<file path="src/rtl/vx_barrier_ctrl_pkg.sv">
// vx_barrier_ctrl_pkg: shared widths and record types for the barrier controller.
package vx_barrier_ctrl_pkg;
    localparam int NUM_WARPS    = 4;
    localparam int NUM_BARRIERS = 4;
    localparam int NW_BITS      = (NUM_WARPS > 1) ? $clog2(NUM_WARPS) : 1;
    localparam int NB_BITS      = (NUM_BARRIERS > 1) ? $clog2(NUM_BARRIERS) : 1;
    typedef struct packed {
        logic                 active;
        logic [NW_BITS-1:0]   size_m1;
        logic [NW_BITS:0]     count;
        logic [NUM_WARPS-1:0] wmask;
    } barrier_entry_t;
    typedef struct packed {
        logic [NW_BITS-1:0] wid;
        logic [NB_BITS-1:0] id;
        logic [NW_BITS-1:0] size_m1;
    } bar_req_t;
endpackage

</file>
<file path="src/rtl/vx_barrier_ctrl_if.sv">
// vx_barrier_ctrl_if: arrival request, stall mask and release handshake between warp control and scheduler.
interface vx_barrier_ctrl_if;
    import vx_barrier_ctrl_pkg::*;
    logic                 bar_req_valid;
    logic                 bar_req_ready;
    logic [NW_BITS-1:0]   bar_req_wid;
    logic [NB_BITS-1:0]   bar_req_id;
    logic [NW_BITS-1:0]   bar_req_size_m1;
    logic [NUM_WARPS-1:0] stalled_wmask;
    logic                 rel_valid;
    logic                 rel_ready;
    logic [NUM_WARPS-1:0] rel_wmask;
    logic [NB_BITS-1:0]   rel_id;
    logic                 dup_err;
    modport master (
        output bar_req_valid, bar_req_wid, bar_req_id, bar_req_size_m1, rel_ready,
        input  bar_req_ready, stalled_wmask, rel_valid, rel_wmask, rel_id, dup_err
    );
    modport slave (
        input  bar_req_valid, bar_req_wid, bar_req_id, bar_req_size_m1, rel_ready,
        output bar_req_ready, stalled_wmask, rel_valid, rel_wmask, rel_id, dup_err
    );
endinterface

</file>
<file path="src/rtl/vx_barrier_entry.sv">
// vx_barrier_entry: one barrier's arrival tracking; flags the arrival that completes the barrier.
module vx_barrier_entry
    import vx_barrier_ctrl_pkg::*;
(
    input  logic                 clk,
    input  logic                 reset,
    input  logic                 arr_i,
    input  bar_req_t             req_i,
    output logic [NUM_WARPS-1:0] wmask_o,
    output logic [NUM_WARPS-1:0] rel_wmask_o,
    output logic                 hit_o,
    output logic                 dup_o
);
    barrier_entry_t       entry_q, entry_d;
    logic [NUM_WARPS-1:0] onehot;
    logic [NW_BITS-1:0]   size_m1;
    logic [NW_BITS:0]     count_new;
    // the first arrival supplies the size; later arrivals' size fields are ignored
    always_comb begin
        onehot      = NUM_WARPS'(1) << req_i.wid;
        size_m1     = entry_q.active ? entry_q.size_m1 : req_i.size_m1;
        count_new   = entry_q.count + 1'b1;
        dup_o       = arr_i && entry_q.wmask[req_i.wid];
        hit_o       = arr_i && !dup_o && (count_new == (NW_BITS+1)'(size_m1) + 1'b1);
        rel_wmask_o = entry_q.wmask | onehot;
        wmask_o     = entry_q.wmask;
        entry_d     = entry_q;
        if (hit_o) begin
            entry_d = '0;
        end else if (arr_i && !dup_o) begin
            entry_d.active  = 1'b1;
            entry_d.size_m1 = size_m1;
            entry_d.count   = count_new;
            entry_d.wmask   = entry_q.wmask | onehot;
        end
    end
    always_ff @(posedge clk) begin
        if (!reset) entry_q <= '0;
        else        entry_q <= entry_d;
    end
endmodule

</file>
<file path="src/rtl/vx_barrier_ctrl.sv">
// vx_barrier_ctrl: per-core barrier controller; decodes arrivals to entries and registers one release at a time.
module vx_barrier_ctrl
    import vx_barrier_ctrl_pkg::*;
(
    input logic              clk,
    input logic              reset,
    vx_barrier_ctrl_if.slave bar
);
    bar_req_t             req;
    logic                 ready, accept;
    logic [NUM_BARRIERS-1:0] hit, dup;
    logic [NUM_WARPS-1:0] wmask [NUM_BARRIERS];
    logic [NUM_WARPS-1:0] rel_mask [NUM_BARRIERS];
    logic [NUM_WARPS-1:0] stalled, rel_wmask_q, rel_wmask_d;
    logic [NB_BITS-1:0]   rel_id_q, rel_id_d;
    logic                 rel_valid_q, rel_valid_d, dup_q;
    assign req    = '{wid: bar.bar_req_wid, id: bar.bar_req_id, size_m1: bar.bar_req_size_m1};
    assign ready  = !(rel_valid_q && !bar.rel_ready);
    assign accept = bar.bar_req_valid && ready;
    for (genvar g = 0; g < NUM_BARRIERS; g++) begin : g_entry
        vx_barrier_entry u_entry (
            .clk         (clk),
            .reset       (reset),
            .arr_i       (accept && req.id == NB_BITS'(g)),
            .req_i       (req),
            .wmask_o     (wmask[g]),
            .rel_wmask_o (rel_mask[g]),
            .hit_o       (hit[g]),
            .dup_o       (dup[g])
        );
    end
    // a new release may load in the same cycle the previous one is consumed
    always_comb begin
        stalled = '0;
        for (int i = 0; i < NUM_BARRIERS; i++) stalled |= wmask[i];
        rel_valid_d = |hit || (rel_valid_q && !bar.rel_ready);
        rel_wmask_d = |hit ? rel_mask[req.id] : (bar.rel_ready ? '0 : rel_wmask_q);
        rel_id_d    = |hit ? req.id : (bar.rel_ready ? '0 : rel_id_q);
    end
    always_ff @(posedge clk) begin
        if (!reset) begin
            rel_valid_q <= 1'b0;
            rel_wmask_q <= '0;
            rel_id_q    <= '0;
            dup_q       <= 1'b0;
        end else begin
            rel_valid_q <= rel_valid_d;
            rel_wmask_q <= rel_wmask_d;
            rel_id_q    <= rel_id_d;
            dup_q       <= |dup;
        end
    end
    assign bar.bar_req_ready = ready;
    assign bar.stalled_wmask = stalled;
    assign bar.rel_valid     = rel_valid_q;
    assign bar.rel_wmask     = rel_wmask_q;
    assign bar.rel_id        = rel_id_q;
    assign bar.dup_err       = dup_q;
endmodule

</file>
<file path="src/flat_wrapper.sv">
// flat-port wrapper written by rule: the top's interface ports become plain ports
module vx_barrier_ctrl_flat import vx_barrier_ctrl_pkg::*;
  (clk, reset, bar_bar_req_valid, bar_bar_req_wid, bar_bar_req_id, bar_bar_req_size_m1, bar_rel_ready, bar_bar_req_ready, bar_stalled_wmask, bar_rel_valid, bar_rel_wmask, bar_rel_id, bar_dup_err);
  vx_barrier_ctrl_if bar_i ();
  input logic clk;
  input logic reset;
  input wire logic [$bits(bar_i.bar_req_valid)-1:0] bar_bar_req_valid;
  input wire logic [$bits(bar_i.bar_req_wid)-1:0] bar_bar_req_wid;
  input wire logic [$bits(bar_i.bar_req_id)-1:0] bar_bar_req_id;
  input wire logic [$bits(bar_i.bar_req_size_m1)-1:0] bar_bar_req_size_m1;
  input wire logic [$bits(bar_i.rel_ready)-1:0] bar_rel_ready;
  output wire logic [$bits(bar_i.bar_req_ready)-1:0] bar_bar_req_ready;
  output wire logic [$bits(bar_i.stalled_wmask)-1:0] bar_stalled_wmask;
  output wire logic [$bits(bar_i.rel_valid)-1:0] bar_rel_valid;
  output wire logic [$bits(bar_i.rel_wmask)-1:0] bar_rel_wmask;
  output wire logic [$bits(bar_i.rel_id)-1:0] bar_rel_id;
  output wire logic [$bits(bar_i.dup_err)-1:0] bar_dup_err;
  assign bar_i.bar_req_valid = bar_bar_req_valid;
  assign bar_i.bar_req_wid = bar_bar_req_wid;
  assign bar_i.bar_req_id = bar_bar_req_id;
  assign bar_i.bar_req_size_m1 = bar_bar_req_size_m1;
  assign bar_i.rel_ready = bar_rel_ready;
  assign bar_bar_req_ready = bar_i.bar_req_ready;
  assign bar_stalled_wmask = bar_i.stalled_wmask;
  assign bar_rel_valid = bar_i.rel_valid;
  assign bar_rel_wmask = bar_i.rel_wmask;
  assign bar_rel_id = bar_i.rel_id;
  assign bar_dup_err = bar_i.dup_err;
  vx_barrier_ctrl u_core (.clk(clk), .reset(reset), .bar(bar_i));
endmodule
</file>
<file path="config.mk">
export PLATFORM = sky130hd
export DESIGN_NAME = vx_barrier_ctrl_flat
export DESIGN_NICKNAME = d
export VERILOG_FILES = /design/src/rtl/vx_barrier_ctrl_pkg.sv /design/src/rtl/vx_barrier_ctrl_if.sv /design/src/rtl/vx_barrier_entry.sv /design/src/rtl/vx_barrier_ctrl.sv /design/src/flat_wrapper.sv
export SDC_FILE = /design/constraint.sdc
export NUM_CORES = 1
export LEC_CHECK = 0
export ABC_AREA = 1
export BUFFER_PORTS_ARGS = -buffer_cell sky130_fd_sc_hd__buf_2
export CAP_MARGIN = 20
export CORE_ASPECT_RATIO = 1.25
export CORE_MARGIN = 5
export CORE_UTILIZATION = 61
export CTS_CLUSTER_DIAMETER = 200
export CTS_CLUSTER_SIZE = 14
export DETAILED_ROUTE_END_ITERATION = 10
export GPL_ROUTABILITY_DRIVEN = 0
export PLACE_DENSITY = 0.91
export SYNTH_ARGS = -nofsm -noshare
export SYNTH_HDL_FRONTEND = slang
export SYNTH_SLANG_ARGS = --single-unit
</file>
<file path="constraint.sdc">
create_clock -name clk -period 5.1 [get_ports clk]
set_input_delay 1.53 -clock clk [delete_from_list [all_inputs] [get_ports clk]]
set_output_delay 1.53 -clock clk [all_outputs]
set_load 0.1 [all_outputs]
</file>
## Yosys cells after proc, flatten, opt, wreduce, memory -nomap -nowiden

Cells that the tools add are included.

| storage, ports and cells | value |
|---|---|
| bits in registers | 48 |
| latch bits | 0 |
| bits in writable memories | 0 |
| ROM bits | 0 |
| bits of input ports | 10 |
| output and inout port bits | 13 |
| word-level logic and storage cells | 99 |
| memories kept | 0 |

| operators by class | value |
|---|---|
| add/sub/neg operators | 8 |
| $mul | 0 |
| divide/modulo/power cells | 0 |
| order comparisons | 2 |
| equal/unequal tests | 7 |
| shifts and indexed selects | 1 |
| mux-type cells | 19 |
| bitwise gates (word level) | 9 |
| reductions and logical operators | 33 |

Operator list:

| operator | count |
|---|---|
| bitwise OR 4 bit | 7 |
| logical AND 1 bit | 18 |
| 2-to-1 mux 4 bit | 4 |
| adder 2 x 1 -> 3 bit, second input constant | 4 |
| adder 3 x 1 -> 3 bit, second input constant | 4 |
| == test 3 bit | 4 |
| 2-to-1 mux 2 bit | 6 |
| binary-select mux 1 bit (select 2 bit) | 4 |
| binary-select mux 4 bit (select 2 bit) | 1 |
| OR reduction 2 bit | 4 |
| OR reduction 4 bit | 2 |
| logical NOT 1 bit | 6 |
| == test 2 bit, second input constant | 2 |
| 2-to-1 mux 1 bit | 4 |
| << shifter 1 x 2 -> 4 bit, first input constant | 1 |
| greater-or-equal comparator 3 bit, second input constant | 1 |
| less-than comparator 2 x 3 -> 1 bit, second input constant | 1 |
| inverter 2 -> 3 bit | 1 |
| == test 2 x 1 -> 1 bit, second input constant | 1 |
| logical NOT 2 bit | 1 |
| nonzero test 2 bit | 1 |
| logical OR 1 bit | 1 |
| inverter 1 bit | 1 |

## Depth between registers and ports, before layout

Gate-level depths: netlist of the first run.

| depth | value |
|---|---|
| depth in word-level cells | 11 |
| gate-level depth with buffers | 15 |
| depth with buffers taken out | 15 |

## By module

Synthesis of the first run repeated with hierarchy kept, for this count alone.

| second synthesis, totals | value |
|---|---|
| cells, all modules | 611 |
| area total of the unflattened synthesis | 3842.4 um^2 |

By module, submodules not included:

| module | times used | cells an instance | area each (um^2) | seq. area each (um^2) |
|---|---|---|---|---|
| vx_barrier_entry | 4 | 129 | 823.3 | 200.2 |
| vx_barrier_ctrl | 1 | 95 | 549.3 | 160.2 |

## Worst setup path after synthesis of the first run

OpenSTA, ideal clock, no wires.

| timing | value |
|---|---|
| kind | input port to output port |
| start point | input port bar_rel_ready |
| end point | output port bar_bar_req_ready |
| arrival time | 2.252 ns |
| data required time | 3.570 ns |
| slack | 1.318 ns |
| cell stages on the path | 2 |
| buffers on the path | 0 |
| cells stage by stage | inv_2 > nand2_1 |

| on the way | value |
|---|---|
| longest elaborated chain between the ends | 3 |

Ends and longest elaborated chain:

| what | RTL line | source |
|---|---|---|
| from (decl) | flat_wrapper.sv:11 | `input wire logic [$bits(bar_i.rel_ready)-1:0] bar_rel_ready;` |
| logical NOT 1 bit | vx_barrier_ctrl.sv:18 | `assign ready = !(rel_valid_q && !bar.rel_ready);` |
| logical AND 1 bit | vx_barrier_ctrl.sv:18 |  |
| logical NOT 1 bit | vx_barrier_ctrl.sv:18 |  |
| to (decl) | flat_wrapper.sv:12 | `output wire logic [$bits(bar_i.bar_req_ready)-1:0] bar_bar_req_ready;` |

Every way passes these cells.

## Worst setup path after layout of the first run

Ends and elaborated chain as after synthesis.

==> flow_summary.ini, run 1 <==
[drt]
first_pass_iters = 4
routed-wl-met2_mm = 2.76
drt_iter0_drc = 173
wl_mm = 5.43
drc = 0
wl_per_cell_um = 11.9
ant_nets = 0
met1_length_mm = 2.30
top_layer_used = met4
via_per_inst = 5.36
vias = 2446
dr_wl_met3_um = 264

[sta]
rsz0062_at_grt = no
fin_crit_sh_pct = 72.9
post-route-min-period_ns = 3.72
fmax_mhz = 269
setup_ws_ns = 1.38
setup_viol = 0
worst_pin_slew_ns = 0.808
drv_slew = 0
fin_skew_ns = 0.00417
final_hold_viol_count = 0
relSlewSlack_pct = 45.9
setup_tns_ns = 0

[logic_synthesis]
synth_top_cell_by_area = dfxtp_1
synth_area_um2 = 2560
synth_cell_types = 25
synth-seq-area-share_pct = 37.6
yosysMostFrequentCell = nand2_1
synth-seq-cells = 48
synth_top_area_share_pct = 37.6
synthFlopType = dfxtp_1
async_flop_share_pct = 0
ys_warn_count = 0
synth_area_leaders = dfxtp_1, nand2_1, a21oi_1
syn-num-nets = 398
synth_common_cells = nand2_1, a21oi_1, dfxtp_1, inv_1, nand3_1
synth_edf_count = 0
synthesis.instances = 380
synth_area_per_cell_um2 = 6.73

[worst_setup_path]
cp.required_ns = 3.57
cp_max_fo = 8
reg2reg_depth = 6
crit_path_start_kind = primary input
setup.worst_path.end_class = output port
reg2reg_from = u_core.bar.rel_valid
timing.reg2reg.setup_slack_ns = 3.03
r2r_end = u_core.g_entry[1].u_entry.wmask_o[0]
path_class = in -> out
arrival_ns = 2.19

[clock_tree]
root_buffer = clkbuf_8
post_cts_buffers = 0
worst_skew_pair.late_latency_ns = 0.30
cts_hold_buf = 0
cts_buffers = 5
cts_tree = done
clk_path_buf_depth = 2
clk_pin_slew_ns = 0.08
htree_levels = 2
cts.sinks = 48
ctsResizeCount = 0

[cells_and_area]
utilization_pct = 68.3
multi_input_area_um2 = 1360
syn2layout_area_growth_pct = 8.51
n_antenna_cell = 0
register_area_um2 = 961
fillers = 354
drive_above_1_share_pct = 12.0
nNetsFinal = 417
finalNonFillerCells = 456

[min_path]
min_from = u_core.g_entry[2].u_entry.entry_q[5]
min_path_cells = 2
min_path_type = reg -> reg
hold-path-endpoint = u_core.g_entry[2].u_entry.entry_q[5]

[power_and_ir_drop]
peakVddDrop_v = 0.000152
comb_power_share_pct = 19.7
p_sw_uw = 241
p_int_uw = 537
seq_power_share_pct = 50.8
p_clk_share_pct = 29.6
p_per_area_nw_per_um2 = 280
swShare_pct = 30.9
cellLeakagePower_uw = 0.00115

[placement]
place_ws_ns = 1.38
io_buffer_count = 22
place_inst = 448
place_hpwl_mm = 4.07

[status]
outcome = completed

[die]
core_um2 = 4070
dieArea_um2 = 5600
row_count = 26
io_pins = 23
die_x_um = 67.9
die_h_um = 82.4
start_util_pct = 62.9

[grt]
grtUsageTotal_pct = 21.9
grt.overflow.total = 0
grt_pass1_wl_mm = 9.49
grt_pass1_vias = 2331
grt_max_degree = 23
antenna_found_initial = 0

[flow_run]
max_cap_violations = 0
-- cells in the final DEF, fill, tap and decap left out, types with 2 or more instances in the layout --
cell type,netlist,final
a21oi_1,50,50
buf_2,6,22
clkbuf_1,2,2
clkbuf_8,0,6
dfxtp_1,48,48
ha_1,8,8
inv_1,40,40
inv_2,9,9
nand2_1,117,117
nand2_2,4,4
nand2_4,3,3
nand3_1,36,36
nand3b_1,4,4
nand4_1,6,6
nor2_1,14,14
nor2_2,2,2
o21ai_0,13,13
o21ai_1,5,5
o221ai_1,3,3
xnor2_1,3,3
-- layout make-up --
class | count | area share (%)
multi-input cells | 272 | 48.9
flip-flops and latches | 48 | 34.6
repair buffers | 22 | 3.97
inverters | 50 | 6.76
clock buffers | 8 | 3.24
well taps | 56 | 2.52
-- through the flow --
step           total power [uW]  instance area, um^2  hold WS [ns]
3_5_place_dp                556                 2690         0.457
4_1_cts                     780                 2780         0.475
3_3_place_gp                552                 2690         0.448
6_report                    778                 2780         0.472
5_1_grt                     819                 2780         0.491
2_1_floorplan               528                 2560         0.439
-- critical path, stage by stage --
cell and delay (ns):
buf_2 0.08, inv_2 0.07, nand2_1 0.08, buf_2 0.42
-- state kept, by name (all words and copies together), names as in the netlist --
signal / cells
u_core.g_entry.u_entry.entry_q: 24
u_core.bar.rel_id: 2
u_core.bar.dup_err: 1
u_core.bar.rel_valid: 1
u_core.g_entry.u_entry.wmask_o: 16
u_core.bar.rel_wmask: 4
-- power by group through the flow --
stage	Combinational, uW	Sequential (uW)	Clock [uW]
final	153	395	230
after CTS	153	395	232
after detailed placement	152	404	0
after global routing	169	397	253
after floorplan	107	421	0
after global placement	149	403	0
-- how the worst max path moves through the flow --
| stage | startpoint | to | slack (ns) | cells past startpoint |
|---|---|---|---|---|
| 6_report | bar_rel_ready | bar_bar_req_ready | 1.38 | 4 |
| 5_1_grt | bar_rel_ready | bar_bar_req_ready | 1.36 | 4 |
| 4_1_cts | bar_rel_ready | bar_bar_req_ready | 1.38 | 4 |
| 3_5_place_dp | bar_rel_ready | bar_bar_req_ready | 1.38 | 4 |
| 3_3_place_gp | bar_rel_ready | bar_bar_req_ready | 1.39 | 4 |
| 2_1_floorplan | bar_rel_ready | bar_bar_req_ready | 1.32 | 2 |
-- cell families after synthesis --
logic type / Yosys count / synth area share [%]
fa+ha+maj: 8 / 3.91
buf+inv: 60 / 9.39
flops: 48 / 37.6
simple gates: 188 / 32.7
xor+xnor: 3 / 1.03
compound gates: 73 / 15.4
-- metal layers --
| layer | track usage [%] | up-vias |
|---|---|---|
| li1 | - | 1275 |
| met1 | 23.6 | 1097 |
| met2 | 39.9 | 62 |
| met3 | 5.14 | 12 |
| met4 | 9.34 | 0 |
| met5 | 0 | - |
Note: power is estimated with default switching activity, not from simulation.
==> run 2: changes to the inputs <==
CORE_UTILIZATION = 59   (was 61)
PLACE_DENSITY = 0.89   (was 0.91)
clock period = 3.8 ns   (was 5.1 ns; I/O delays follow)
==> flow_summary.ini, run 2 (synthesis gave the netlist of run 1 again) <==
[status]
outcome = completed

[power_and_ir_drop]
peakVddDrop_v = 0.000244
swShare_pct = 30.5
p_per_area_nw_per_um2 = 377
p_int_uw = 737
cellLeakagePower_uw = 0.00118
comb_power_share_pct = 19.8
p_sw_uw = 324
seq_power_share_pct = 49.9
p_total_uw = 1060
p_clk_share_pct = 30.3

[clock_tree]
cts_hold_buf = 0
ctsResizeCount = 0
root_buffer = clkbuf_8
worst_skew_pair.late_latency_ns = 0.30
clk_path_buf_depth = 2
cts_buffers = 5
cts.sinks = 48
post_cts_buffers = 0
cts_tree = done
htree_levels = 2
clk_pin_slew_ns = 0.08

[die]
dieArea_um2 = 5760
start_util_pct = 61.9
row_count = 26
die_h_um = 83.6
die_x_um = 68.9
core_um2 = 4130
io_pins = 23

[drt]
vias = 2489
first_pass_iters = 4
ant_nets = 0
via_per_inst = 5.42
drt_iter0_drc = 140
wl_mm = 5.46
drc = 0
wl_per_cell_um = 11.9

[min_path]
min_path_type = reg -> reg

[worst_setup_path]
cp.required_ns = 2.66
path_buf_inv = 3
crit_path_start_kind = primary input
arrival_ns = 1.79
cpMostUsedCell = buf_2
cp_max_fo = 8
crit_path_cell_trace = buf_2 > inv_2 > nand2_1 > buf_2
crit_slowest_cell = buf_2
crit_family = buffers and inverters
cp_slowest_stage_delay_ns = 0.42
path_class = in -> out
setup.worst_path.end_class = output port

[grt]
grt_pass1_vias = 2235
grt_max_degree = 23
grt.overflow.total = 0
grt_pass1_wl_mm = 9.25
grtUsageTotal_pct = 20.2
antenna_found_initial = 0

[placement]
io_buffer_count = 22
place_hpwl_mm = 4.09
place_ws_ns = 0.864

[cells_and_area]
fillers = 365
layout_common_cells = nand2_1, a21oi_1, dfxtp_1
register_area_um2 = 961
n_antenna_cell = 0
largest_register_ffs = 24
utilization_pct = 68.1
multi_input_area_um2 = 1360
syn2layout_area_growth_pct = 9.93
drive_above_1_share_pct = 13.2
layout_commonest_cell = nand2_1
nNetsFinal = 421
regMostFlops = u_core.g_entry.u_entry.entry_q

[sta]
post-route-min-period_ns = 2.93
worst_pin_slew_ns = 0.491
setup_viol = 0
drv_slew = 0
relSlewSlack_pct = 67.5
fin_crit_sh_pct = 77.2
setup_ws_ns = 0.867
fmax_mhz = 341
fin_skew_ns = 0.00747
setup_tns_ns = 0
rsz0062_at_grt = no
final_hold_viol_count = 0

[flow_run]
max_cap_violations = 0
==> run 2: cell types whose count changed in the layout (fill, tap and decap cells not counted) <==
cell      previous run  this run
clkbuf_8             6         7
buf_4                0         4
clkbuf_1             2         0
==> run 2: power by group through the flow <==
stage	Sequential (uW)	Clock, uW	Combinational, uW
floorplan	565	0	144
global placement	541	0	204
detailed placement	541	0	209
CTS	530	334	209
global route	532	355	232
finish	530	322	210
==> run 2: through the flow <==
step	std cells	instance area, um^2	hold WS, ns
floorplan	380	2560	0.439
global placement	452	2720	0.447
detailed placement	452	2720	0.452
CTS	459	2810	0.465
global route	459	2810	0.496
finish	459	2810	0.463
==> run 2: final cells by class <==
type                            count  area share (%)
Clock buffer                        7            3.43
Inverter                           50            6.67
Multi-Input combinational cell    272            48.3
Sequential cell                    48            34.2
Tap cell                           56            2.49
Timing Repair Buffer               26            4.98
==> run 2: worst register-to-register path, delay by kind of cell, from the launching register on <==
kind / cells / cell delay (ns)
buffers and inverters: 3 / 0.20
and+or+nand+nor: 10 / 0.79
DFF: 1 / 0.39
AOI/OAI and AO/OA: 1 / 0.13
adders and majority gates: 1 / 0.33
==> run 2: final timing paths <==
path / startpoint / cells after the start / slack [ns] / end
worst max-delay path: bar_rel_ready / 4 / 0.87 / bar_bar_req_ready
worst min-delay path: u_core.g_entry[1].u_entry.entry_q[7] / 2 / 0.46 / u_core.g_entry[1].u_entry.entry_q[7]
worst max register to register: u_core.g_entry[0].u_entry.entry_q[9] / 15 / 1.89 / u_core.bar.rel_wmask[1]
worst min register to register: u_core.g_entry[1].u_entry.entry_q[7] / 2 / 0.46 / u_core.g_entry[1].u_entry.entry_q[7]
==> run 2: layer usage <==
| metal | track usage (%) | wire length, um |
|---|---|---|
| met3 | 4.45 | 320 |
| met2 | 34.8 | 2740 |
| met1 | 23.5 | 2300 |
| met5 | 0 | 0 |
| met4 | 7.45 | 95 |
==> run 3: changes to the inputs <==
ABC_AREA = 0   (was 1)
CORE_UTILIZATION = 58   (was 59)
PLACE_DENSITY = 0.88   (was 0.89)
clock period = 2.92 ns   (was 3.8 ns; I/O delays follow)
==> flow_summary.ini, run 3 <==
[status]
outcome = completed

[logic_synthesis]
synth_area_per_cell_um2 = 10.1
synth_simple_gate_area_share_pct = 20.0
synthFlopType = dfxtp_1
yosys.area_share.adder_pct = 4.20
synth_compound_area_share_pct = 6.09
synth_xor_area_share_pct = 8.82
synth_cell_types = 31
synth_top_area_share_pct = 40.3
synth_edf_count = 0
synth_area_um2 = 2380
synth_top_family_by_area = simple AND/OR/NAND/NOR gates
synthesis.instances = 236
synth-seq-cells = 48
synth-seq-area-share_pct = 40.3
async_flop_share_pct = 0
synth_common_cells = dfxtp_1, nor2_1, mux2i_1, a21oi_1, nand2_1
synthMuxAreaShare_pct = 17.7
ys_warn_count = 0
synth_top_cell_by_area = dfxtp_1
syn-num-nets = 254
yosysMostFrequentCell = dfxtp_1
synth_area_leaders = dfxtp_1, mux4_2, mux2i_1

[cells_and_area]
largest_register_ffs = 24
drive_above_1_share_pct = 21.3
nNetsFinal = 285
syn2layout_area_growth_pct = 13.5
regMostFlops = u_core.g_entry.u_entry.entry_q
layout_common_cells = dfxtp_1, nor2_1, buf_2
layout_commonest_cell = dfxtp_1
utilization_pct = 67.1
n_antenna_cell = 0

[drt]
drc = 0
wl_per_cell_um = 14.9
wl_mm = 4.83
drt_iter0_drc = 101
ant_nets = 0
vias = 1837
via_per_inst = 5.67
first_pass_iters = 4

[die]
row_count = 26
core_um2 = 4030
die_h_um = 81.7
dieArea_um2 = 5500
start_util_pct = 59.1
io_pins = 23
die_x_um = 67.3

[worst_setup_path]
crit_path_cell_trace = buf_2 > mux4_2 > nor4b_4 > and4_1 > and4bb_1 > mux2i_1
path_class = in -> reg
worstSetupStartpoint = bar_bar_req_wid[0]
cp.required_ns = 3.11
crit_path_start_kind = primary input
timing.reg2reg.setup_slack_ns = 0.69
crit_family = simple AND/OR/NAND/NOR gates
path_buf_inv = 1
reg2reg_from = u_core.g_entry[0].u_entry.entry_q[9]
cp_slowest_stage_delay_ns = 0.57
reg2reg_depth = 7
r2r_end = u_core.bar.rel_wmask[1]
crit_slowest_cell = mux4_2
arrival_ns = 2.64
cp_max_fo = 8
setup.worst_path.end_class = register

[grt]
grt_max_degree = 15
grt_pass1_wl_mm = 8.09
antenna_found_initial = 0
grt_pass1_vias = 1802
grtUsageTotal_pct = 19.7
grt.overflow.total = 0

[sta]
drv_slew = 0
worst_pin_slew_ns = 0.666
final_hold_viol_count = 0
setup_tns_ns = 0
rsz0062_at_grt = no
post-route-min-period_ns = 2.45
fin_crit_sh_pct = 83.9
relSlewSlack_pct = 55.5
setup_viol = 0
fmax_mhz = 408
fin_skew_ns = 0.00894

[clock_tree]
ctsResizeCount = 0
clk_path_buf_depth = 2
htree_levels = 2
cts_buffers = 5
cts_tree = done
post_cts_buffers = 0
cts_hold_buf = 0
worst_skew_pair.late_latency_ns = 0.31
clk_pin_slew_ns = 0.08
root_buffer = clkbuf_8
cts.sinks = 48

[min_path]
min_from = u_core.bar.rel_wmask[0]
min_path_type = reg -> reg
hold-path-endpoint = u_core.bar.rel_wmask[0]
min_path_cells = 2

[power_and_ir_drop]
cellLeakagePower_uw = 0.00116
p_per_area_nw_per_um2 = 526
peakVddDrop_v = 0.000312

[placement]
place_hpwl_mm = 3.62
io_buffer_count = 22

[flow_run]
max_cap_violations = 0
-- run 3: worst max path at each step --
stage / slack (ns) / cells after the start / end
after detailed placement: 0.12 / 6 / u_core.bar.rel_wmask[1]
after global placement: 0.18 / 6 / u_core.bar.rel_wmask[1]
final: 0.47 / 6 / u_core.bar.rel_wmask[1]
after floorplan: 0.06 / 3 / bar_bar_req_ready
after global routing: 0.36 / 6 / u_core.bar.rel_valid
after CTS: 0.46 / 6 / u_core.bar.rel_wmask[1]
-- run 3: kinds of logic after synthesis --
kind of cell,Yosys count
simple gates,86
flops,48
mux,30
compound gates,26
xor+xnor,24
buf+inv,14
fa+ha+maj,8
-- run 3: worst reg2reg max path: cells and delay by family, from the launching register on --
kind | cells | cell delay, ns
XOR/XNOR | 2 | 0.30
adder cells (fa/ha/maj) | 1 | 0.19
flip-flops | 1 | 0.39
multiplexers | 2 | 0.59
AND/OR/NAND/NOR | 2 | 0.69
-- run 3: layout make-up --
type | instances | area, um^2
Sequential cell | 48 | 962
Clock inverter | 2 | 35.0
Timing Repair Buffer | 33 | 193
Tap cell | 56 | 70.1
Multi-Input combinational cell | 174 | 1350
Inverter | 5 | 18.8
Fill cell | 323 | 1330
Clock buffer | 6 | 72.6
-- run 3: stage by stage --
stage / power, uW / setup slack [ns] / hold WS, ns / cell area [um^2] / instances
CTS: 1440 / 0.460 / 0.469 / 2710 / 324
global route: 1480 / 0.357 / 0.491 / 2710 / 324
detailed placement: 973 / 0.124 / 0.457 / 2600 / 316
finish: 1420 / 0.471 / 0.463 / 2710 / 324
floorplan: 915 / 0.0566 / 0.454 / 2380 / 236
global placement: 966 / 0.177 / 0.446 / 2600 / 316
-- run 3: power breakdown --
part / internal [uW] / total, uW / switching, uW
combinational: 94.0 / 264 / 170
sequential: 677 / 694 / 17.2
clock: 254 / 465 / 211
total: 1020 / 1420 / 399
-- run 3: routing by layer --
| metal | vias to the layer above | GRT usage (%) | wire (um) |
|---|---|---|---|
| met2 | 73 | 33.7 | 2440 |
| met3 | 16 | 4.92 | 337 |
| met1 | 861 | 21.9 | 1890 |
| met5 | - | 0 | 0 |
| met4 | 0 | 11.4 | 164 |
| li1 | 887 | - | - |
